[config.mk]
export PLATFORM = sky130hd
export DESIGN_NAME = i2s_audio_out_stereo
export DESIGN_NICKNAME = d
export VERILOG_FILES = /design/src/rtl/i2s_out_pkg.sv /design/src/rtl/i2s_audio_out_stereo_clk_gen.sv /design/src/rtl/i2s_audio_out_stereo.sv
export SDC_FILE = /design/constraint.sdc
export NUM_CORES = 1
export LEC_CHECK = 0
export ABC_AREA = 1
export BUFFER_PORTS_ARGS = -buffer_cell sky130_fd_sc_hd__buf_4
export CAP_MARGIN = 10
export CORE_MARGIN = 4
export CORE_UTILIZATION = 40
export DETAILED_ROUTE_END_ITERATION = 12
export GPL_ROUTABILITY_DRIVEN = 0
export SYNTH_ARGS = -nofsm -noshare
export SYNTH_HDL_FRONTEND = slang
export SYNTH_SLANG_ARGS = --single-unit
[constraint.sdc]
create_clock -name clk -period 3.37 [get_ports clk]
set_input_delay 0.337 -clock clk [delete_from_list [all_inputs] [get_ports clk]]
set_output_delay 0.337 -clock clk [all_outputs]
set_load 0.01 [all_outputs]
[src/rtl/i2s_out_pkg.sv]
// Shared types and helpers for the stereo I2S/LJ/RJ transmitter.
package i2s_out_pkg;

  typedef enum logic [1:0] {
    MODE_I2S     = 2'd0,
    MODE_LEFT_J  = 2'd1,
    MODE_RIGHT_J = 2'd2
  } i2s_mode_e;

  function automatic bit slot_w_legal(int w);
    return (w == 16) || (w == 24) || (w == 32);
  endfunction

  // Sample bit carried at slot position p, or -1 for a zero bit. In I2S mode
  // p = 0 refers to the previous slot's channel, not the current one.
  function automatic int slot_bit_idx(int p, int mode, int in_res, int slot_w);
    int q;
    if (mode == int'(MODE_RIGHT_J)) begin
      return (p < slot_w - in_res) ? in_res - 1 : slot_w - 1 - p;
    end
    if (mode == int'(MODE_I2S)) begin
      if (p == 0) begin
        return (in_res == slot_w) ? 0 : -1;
      end
      q = p - 1;
    end else begin
      q = p;
    end
    return (q < in_res) ? in_res - 1 - q : -1;
  endfunction

endpackage

[src/rtl/i2s_audio_out_stereo_clk_gen.sv]
// Phase / bit-index counters and the registered serial clocks derived from them.
module i2s_clk_gen
#(
  parameter  int BCLK_DIV = 16,
  parameter  int SLOT_W   = 32,
  localparam int PW       = $clog2(BCLK_DIV),
  localparam int BW       = $clog2(2 * SLOT_W)
) (
  input  logic          clk,
  input  logic          reset,
  output logic          mclk,
  output logic          bclk,
  output logic          lrclk,
  output logic          tick,
  output logic          frame_load,
  output logic [BW-1:0] b_next
);

  localparam logic [PW-1:0] PH_MAX   = PW'(BCLK_DIV - 1);
  localparam logic [BW-1:0] B_MAX    = BW'(2 * SLOT_W - 1);
  localparam int            MCLK_DIV = BCLK_DIV / 4;

  logic [PW-1:0] ph_q, ph_d;
  logic [BW-1:0] b_q, b_d;
  logic          bclk_q, bclk_d;
  logic          lrclk_q, lrclk_d;

  // Clock outputs are registered from the next counter value so they line up
  // exactly with the counter state seen by the data path.
  always_comb begin
    tick       = (ph_q == PH_MAX);
    ph_d       = tick ? '0 : ph_q + 1'b1;
    b_next     = (b_q == B_MAX) ? '0 : b_q + 1'b1;
    b_d        = tick ? b_next : b_q;
    frame_load = tick && (b_q == B_MAX);
    bclk_d     = (ph_d >= PW'(BCLK_DIV / 2));
    lrclk_d    = (b_d >= BW'(SLOT_W));
  end

  always_ff @(posedge clk) begin
    if (reset) begin
      ph_q    <= '0;
      b_q     <= '0;
      bclk_q  <= 1'b0;
      lrclk_q <= 1'b0;
    end else begin
      ph_q    <= ph_d;
      b_q     <= b_d;
      bclk_q  <= bclk_d;
      lrclk_q <= lrclk_d;
    end
  end

  assign bclk  = bclk_q;
  assign lrclk = lrclk_q;

  if (MCLK_DIV == 1) begin : g_mclk_pass
    assign mclk = clk;
  end else begin : g_mclk_div
    logic mclk_q, mclk_d;
    always_comb mclk_d = (int'(ph_d) % MCLK_DIV) >= (MCLK_DIV / 2);
    always_ff @(posedge clk) begin
      if (reset) mclk_q <= 1'b0;
      else       mclk_q <= mclk_d;
    end
    assign mclk = mclk_q;
  end

endmodule

[src/rtl/i2s_audio_out_stereo.sv]
// Stereo I2S/LJ/RJ transmitter: one-entry sample buffer, per-frame registers, serial data.
// Build option I2S_OUT_UNDERRUN_ZERO_EN: an underrun loads silence instead of repeating the frame.
module i2s_audio_out_stereo
  import i2s_out_pkg::*;
#(
  parameter int IN_RES   = 16,
  parameter int SLOT_W   = 32,
  parameter int MODE     = 0,
  parameter int BCLK_DIV = 16
) (
  input  logic              clk,
  input  logic              reset,
  input  logic [IN_RES-1:0] in_left,
  input  logic [IN_RES-1:0] in_right,
  input  logic              in_valid,
  output logic              in_ready,
  input  logic              mute,
  output logic              mclk,
  output logic              bclk,
  output logic              lrclk,
  output logic              sdata,
  output logic              frame_start,
  output logic              underrun
);

  localparam int BW = $clog2(2 * SLOT_W);

  if (!slot_w_legal(SLOT_W)) begin : g_bad_slot
    $error("SLOT_W must be 16, 24 or 32");
  end
  if (IN_RES < 1 || IN_RES > SLOT_W) begin : g_bad_res
    $error("IN_RES must be in 1..SLOT_W");
  end
  if (MODE < 0 || MODE > 2) begin : g_bad_mode
    $error("MODE must be 0, 1 or 2");
  end
  if (BCLK_DIV < 4 || (BCLK_DIV % 4) != 0) begin : g_bad_div
    $error("BCLK_DIV must be a multiple of 4 and at least 4");
  end

  logic          tick, frame_load;
  logic [BW-1:0] b_next;

  i2s_clk_gen #(.BCLK_DIV(BCLK_DIV), .SLOT_W(SLOT_W)) u_clk_gen (
    .clk        (clk),
    .reset      (reset),
    .mclk       (mclk),
    .bclk       (bclk),
    .lrclk      (lrclk),
    .tick       (tick),
    .frame_load (frame_load),
    .b_next     (b_next)
  );

  logic              hold_full_q, hold_full_d;
  logic [IN_RES-1:0] hold_l_q, hold_l_d, hold_r_q, hold_r_d;
  logic [IN_RES-1:0] frame_l_q, frame_l_d, frame_r_q, frame_r_d;
  logic              ready_q, ready_d;
  logic              sdata_q, sdata_d;
  logic              frame_start_q, frame_start_d;
  logic              underrun_q, underrun_d;
  logic              xfer, right_slot, bit_v;
  logic [IN_RES-1:0] chan;
  int                p_pos, bit_idx;

  always_comb begin
    xfer      = in_valid && ready_q;
    hold_l_d  = hold_l_q;
    hold_r_d  = hold_r_q;
    if (xfer) begin
      hold_l_d = in_left;
      hold_r_d = in_right;
    end
    hold_full_d = (hold_full_q && !frame_load) || xfer;
    ready_d     = !hold_full_d;

    frame_l_d = frame_l_q;
    frame_r_d = frame_r_q;
    if (frame_load) begin
      if (hold_full_q) begin
        frame_l_d = hold_l_q;
        frame_r_d = hold_r_q;
      end else begin
`ifdef I2S_OUT_UNDERRUN_ZERO_EN
        frame_l_d = '0;
        frame_r_d = '0;
`endif
      end
      // Mute wins over fresh data, but the buffer above is still consumed.
      if (mute) begin
        frame_l_d = '0;
        frame_r_d = '0;
      end
    end
    frame_start_d = frame_load;
    underrun_d    = frame_load && !hold_full_q;

    // Select the bit for the position entered at this tick; the I2S lead-in bit
    // comes from the slot just finished, hence the pre-load frame registers.
    right_slot = (b_next >= BW'(SLOT_W));
    p_pos      = int'(b_next) - (right_slot ? SLOT_W : 0);
    bit_idx    = slot_bit_idx(p_pos, MODE, IN_RES, SLOT_W);
    if (MODE == int'(MODE_I2S) && p_pos == 0) chan = right_slot ? frame_l_q : frame_r_q;
    else                                      chan = right_slot ? frame_r_d : frame_l_d;
    bit_v = 1'b0;
    for (int i = 0; i < IN_RES; i++) begin
      if (i == bit_idx) bit_v = chan[i];
    end
    sdata_d = tick ? bit_v : sdata_q;
  end

  always_ff @(posedge clk) begin
    if (reset) begin
      hold_full_q   <= 1'b0;
      hold_l_q      <= '0;
      hold_r_q      <= '0;
      frame_l_q     <= '0;
      frame_r_q     <= '0;
      ready_q       <= 1'b0;
      sdata_q       <= 1'b0;
      frame_start_q <= 1'b0;
      underrun_q    <= 1'b0;
    end else begin
      hold_full_q   <= hold_full_d;
      hold_l_q      <= hold_l_d;
      hold_r_q      <= hold_r_d;
      frame_l_q     <= frame_l_d;
      frame_r_q     <= frame_r_d;
      ready_q       <= ready_d;
      sdata_q       <= sdata_d;
      frame_start_q <= frame_start_d;
      underrun_q    <= underrun_d;
    end
  end

  assign in_ready    = ready_q;
  assign sdata       = sdata_q;
  assign frame_start = frame_start_q;
  assign underrun    = underrun_q;

endmodule

### Word-level counts from Yosys, hierarchy flattened

Index checks and enable logic that the tools add are counted.

| cells by class | value |
|---|---|
| mux-type cells | 35 |
| magnitude comparators | 5 |
| reductions and logical operators | 10 |
| eq/ne operators | 17 |
| add/sub/neg operators | 5 |

Operator list:

| kind | count |
|---|---|
| == test 5 x 32 -> 1 bit (first input constant) | 8 |
| 2-to-1 mux 16 bit | 9 |
| == test 4 x 32 -> 1 bit (first input constant) | 4 |
| 2-to-1 mux 32 bit | 4 |
| == test 3 x 32 -> 1 bit (first input constant) | 2 |
| zero test 32 bit | 2 |
| == test 2 x 32 -> 1 bit (first input constant) | 1 |
| less-than comparator 32 x 6 -> 1 bit (second input constant) | 1 |
| subtractor 5 x 32 -> 32 bit (first input constant) | 1 |
| 2-to-1 mux 1 bit | 18 |
| 2-to-1 mux 6 bit | 3 |
| greater-or-equal comparator 6 bit (second input constant) | 2 |
| subtractor 7 x 2 -> 8 bit (second input constant) | 1 |
| subtractor 6 x 6 -> 7 bit | 1 |
| adder 6 x 1 -> 6 bit (second input constant) | 1 |
| == test 6 bit (second input constant) | 1 |
| adder 4 x 1 -> 4 bit (second input constant) | 1 |
| == test 4 bit (second input constant) | 1 |
| greater-or-equal comparator 4 bit (second input constant) | 1 |
| logical AND 1 bit | 4 |
| 2-to-1 mux 4 bit | 1 |
| zero test 1 bit | 3 |
| greater-or-equal comparator 2 bit (second input constant) | 1 |
| logical OR 1 bit | 1 |

| word-level totals | value |
|---|---|
| output and inout bits | 7 |
| flip-flop bits (word level) | 82 |
| logic and storage cells | 86 |
| input port bits | 36 |

### Logic depth before layout (Yosys ltp)

| depth | value |
|---|---|
| word-level depth | 28 |
| mapped depth | 35 |
| gate-level depth less buffers | 35 |

### Hierarchy

Synthesis repeated with hierarchy kept, for this count alone.

| second synthesis, totals | value |
|---|---|
| cells, all modules | 604 |
| area, all modules | 4092.7 um^2 |

By module, submodules not included:

| module | seq. area each (um^2) | times used | area an instance (um^2) | cells each |
|---|---|---|---|---|
| i2s_audio_out_stereo | 1381.3 | 1 | 3594.7 | 532 |
| i2s_clk_gen | 200.2 | 1 | 498.0 | 72 |

### Worst setup path after synthesis

No wires, ideal clock.

| path | value |
|---|---|
| path kind | register to register |
| start | register u_clk_gen.b_q[0] |
| end | register sdata_q, in the netlist sdata |
| path buffers | 2 |
| stages on the path, launching flop included | 34 |
| data required time | 3.258 ns |
| arrival time | 3.526 ns |
| path slack | -0.269 ns |
| period minus slack after synthesis | 3.639 ns |
| path through | dfxtp_1 > ha_1 > nand2_1 > nor2_1 > nand2_1 > nand3_4 > nand3_4 > buf_6 > clkbuf_1 > nand2_1 > ha_1 > nand3_1 > ha_1 > nand2_1 > nor3_1 > nand3_2 > nor3_2 > nand2_1 > inv_2 > nand2_2 > inv_2 > nand2_2 > o21ai_1 > inv_2 > nand2_1 > nand2_1 > nand2_1 > nand2_1 > nand2_1 > nand2_1 > nand2_1 > nand2_1 > nand2_1 > nand2_1 |

| on the way | value |
|---|---|
| cells in the longest elaborated chain, start to end | 28 |

Ends and longest elaborated chain:

| what | RTL line | text |
|---|---|---|
| from (decl) | i2s_audio_out_stereo_clk_gen.sv:24 | `logic [BW-1:0] b_q, b_d;` |
| from (signal assigned) | i2s_audio_out_stereo_clk_gen.sv:43 | `b_q <= '0;` |
| from (signal assigned) | i2s_audio_out_stereo_clk_gen.sv:48 | `b_q <= b_d;` |
| branches (longest 27 deep; another with subtractor 5 x 32 -> 32 bit) | - |  |
| 2-to-1 mux 1 bit (*) | i2s_audio_out_stereo.sv:107 | `if (i == bit_idx) bit_v = chan[i];` |
| to (signal assigned) | i2s_audio_out_stereo.sv:130 | `sdata_q <= sdata_d;` |
| to (decl) | i2s_audio_out_stereo.sv:59 | `logic sdata_q, sdata_d;` |

Every way passes the cells marked *.
A chain may end at the register's enable or synchronous reset.

### Worst setup path in the final report

Same ends and word-level chain as after synthesis.

==> impl_metrics.env <==
export IMPL_status="completed"
export IMPL_postSynthAreaPerCell_um2=6.784
export IMPL_critical_path_class="reg2reg"
export IMPL_slew_headroom_pct=53.53
export IMPL_grt_use_total_pct=17.40
export IMPL_maxSlewViolCount=0
export IMPL_p_leak_nw=2.304
export IMPL_reg2reg_to="sdata"
export IMPL_fillers=1074
export IMPL_netlist_area_um2=4294
export IMPL_cts_made_buffers=9
export IMPL_ff2ff_setup_slack_ns=0.02
export IMPL_vias_per_cell=4.998
export IMPL_seq_area_frac_synth_pct=37.30
export IMPL_drtPass1Iterations=5
export IMPL_required_ns=3.62
export IMPL_stdcell_area_um2=5240
export IMPL_rows=37
export IMPL_finalCritPeriodShare_pct=99.37
export IMPL_drt_wl_total_um=10540
export IMPL_synth_seq_cells=80
export IMPL_crit_path_max_incr_delay_ns=0.37
export IMPL_grt_pass1_vias=4029
export IMPL_cp_arrival_ns=3.59
export IMPL_final_antenna_net_count=0
export IMPL_clock_path_buffers=2
export IMPL_wl_met2_um=4728
export IMPL_powerDensity_nw_per_um2=365.8
export IMPL_critical_path_endpoint_type="flip-flop"
export IMPL_setup_violations_final=0
export IMPL_core_area_um2=10370
export IMPL_finish_utilization_pct=50.53
export IMPL_cp_slowest_cell="dfxtp_2"
export IMPL_route_met3_wl_um=358
export IMPL_fmax_mhz=298.6
export IMPL_hp_class="in2reg"
export IMPL_placed_cell_area_um2=4823
export IMPL_path_max_fanout=5
export IMPL_drv_cap=0
export IMPL_hold_viol=0
export IMPL_synth_edf_count=0
export IMPL_die_w_um=111.6
export IMPL_synth_async_sr_flop_share_pct=0
export IMPL_rsz0062_at_grt="true"
export IMPL_synth_cells=633
export IMPL_drive_gt1_share_pct=21.30
export IMPL_worst_setup_path_start_kind="flip-flop"
export IMPL_syn_to_final_growth_pct=22.03
export IMPL_start_util_pct=41.41
export IMPL_r2r_start="u_clk_gen.b_q[0]"
export IMPL_drt_met1_wl_um=5260
export IMPL_antennaDiodeCount=0
export IMPL_post_place_ws_ns=-0.08699
export IMPL_drc=0
export IMPL_grt_max_degree=41
export IMPL_clock_sinks=80
export IMPL_clkTransAtPathRegs_ns=0.09
export IMPL_timing_hold_ws_ns=0.2405
export IMPL_layout_min_cycle_time_ns=3.349
export IMPL_top_layer_used="met4"
export IMPL_worst_slew_pin_slew_ns=0.6928
export IMPL_cts_hold_buf=0
export IMPL_wire_per_inst_um=12.75
export IMPL_grt_overflow_total=0
export IMPL_ys_types=36
export IMPL_cts_tree="built"
export IMPL_die_height_um=111.6
export IMPL_drt_iter0_markers=262
export IMPL_dp_hpwl_um=7721
export IMPL_dr_total_vias=4128
export IMPL_cpMostUsedCell="nand2_1"
export IMPL_fin_nets=730
export IMPL_die_area_um2=12460
export IMPL_antenna_found_initial=0
export IMPL_cts_max_level=3
export IMPL_min_path_cells=3
export IMPL_portBuffers=42
export IMPL_ff_latch_area_um2=1605
export IMPL_synth_main_ff_cell="dfxtp_1"
export IMPL_reg2regPathDepth=32
export IMPL_fin_ws_ns=0.02114
export IMPL_hp_start="in_left[4]"
export IMPL_worst_clock_skew_ns=0.01260
export IMPL_synth_fp_nets=677
export IMPL_cts_root_buf="clkbuf_8"
export IMPL_ir_drop_v=0.0002183
export IMPL_clk_latency_ns=0.35
export IMPL_io_pins=43
export IMPL_grt_pass1_wl_um=18290
export IMPL_multi_input_area_um2=2461
export IMPL_min_to="hold_l_q[4]"
export IMPL_ys_warnings_count=0
## per-layer routing
metal | GRT usage, % | vias up
met5 | 0 | -
met4 | 8.191 | 0
met3 | 2.174 | 13
met2 | 27.26 | 78
met1 | 23.86 | 1877
li1 | - | 2160
## cell usage after synthesis (2+ instances only)
master	instances	share of area (%)
a21oi_1	31	3.6
buf_2	6	0.70
clkbuf_1	21	1.8
clkinv_1	2	0.17
dfxtp_1	80	37
ha_1	8	2.3
inv_1	51	4.5
inv_2	5	0.44
nand2_1	127	11
nand2_2	5	0.73
nand2_4	4	1.0
nand3_1	24	2.8
nand3_2	4	0.93
nand3_4	3	1.2
nand4_1	4	0.58
nor2_1	121	11
nor2_2	5	0.73
nor2_4	6	1.6
nor3_1	3	0.35
o211ai_1	12	2.1
o21ai_0	74	8.6
o21ai_1	6	0.70
o21bai_1	11	1.9
o22ai_1	5	0.73
or2_2	4	0.58
## worst max-delay path by stage
| stage | startpoint | to | slack [ns] | cells after the start |
|---|---|---|---|---|
| after floorplan | u_clk_gen.b_q[0] | sdata | 0.01 | 33 |
| after global placement | u_clk_gen.b_q[1] | sdata | 0.10 | 33 |
| after detailed placement | u_clk_gen.b_q[1] | sdata | -0.09 | 33 |
| after CTS | u_clk_gen.b_q[1] | sdata | 0.01 | 33 |
| after global routing | u_clk_gen.b_q[0] | sdata | -0.29 | 33 |
| final | u_clk_gen.b_q[0] | sdata | 0.02 | 32 |
## per-stage QoR
step | power (W) | cells | TNS (ns)
2_1_floorplan | 0.001085 | 633 | 0
3_3_place_gp | 0.001139 | 801 | 0
3_5_place_dp | 0.001143 | 801 | -0.08699
4_1_cts | 0.001941 | 817 | 0
5_1_grt | 0.002003 | 826 | -0.2867
6_report | 0.001917 | 826 | 0
## critical path, delay by kind of cell (launching register included)
kind / cells / cell delay, ns
buffers and inverters: 4 / 0.33
flip-flops: 1 / 0.37
AND/OR/NAND/NOR: 24 / 1.78
adder cells (fa/ha/maj): 3 / 0.61
AO/OA/AOI/OAI: 1 / 0.16
## flip-flops by register name (all words and copies together), names as in the netlist
register,count
frame_l_q,16
frame_r_q,16
frame_start,1
hold_full_q,1
hold_l_q,16
hold_r_q,16
in_ready,1
sdata,1
u_clk_gen.b_q,6
u_clk_gen.bclk,1
u_clk_gen.lrclk,1
u_clk_gen.ph_q,3
underrun,1
## cell usage in the layout (no fill, tap or decap), drive strengths merged, types with 2 or more instances in the layout
| cell type | n |
|---|---|
| dfxtp | 80 |
| clkbuf | 11 |
| a21oi | 31 |
| buf | 72 |
| nor3 | 5 |
| nand2 | 137 |
| nand4 | 4 |
| o21bai | 11 |
| o21ai | 80 |
| bufinv | 2 |
| nand3 | 31 |
| nor2 | 132 |
| o22ai | 5 |
| ha | 8 |
| inv | 57 |
| or2 | 4 |
| clkinv | 2 |
| o211ai | 12 |
## layout make-up
type | instances | area share [%]
flip-flops and latches | 80 | 30.64
well taps | 136 | 3.247
clock buffers | 11 | 2.889
clock inverters | 4 | 1.457
inverters | 58 | 4.202
repair buffers | 72 | 10.60
multi-input cells | 465 | 46.97
## cells by family after synthesis
kind of cell	Yosys count	share of synthesized area [%]
XOR/XNOR	1	0.2040
flip-flops	80	37.30
buffers and inverters	88	8.129
AND/OR/NAND/NOR	314	33.77
adder cells (fa/ha/maj)	8	2.331
AO/OA/AOI/OAI	142	18.27
## what timing repair did
| item | CTS | global route |
|---|---|---|
| gates resized for setup | 6 | 21 |
| pin swaps | 2 | 19 |
| endpoints found under the setup margin | 1 | 1 |
| buffers inserted | 1 | 9 |
## power breakdown
part / switching [W] / internal [W]
sequential: 0.0000178 / 0.000977
combinational: 0.0000682 / 0.0000557
clock: 0.000341 / 0.000456
No activity file was read; power rests on OpenSTA's default activity.
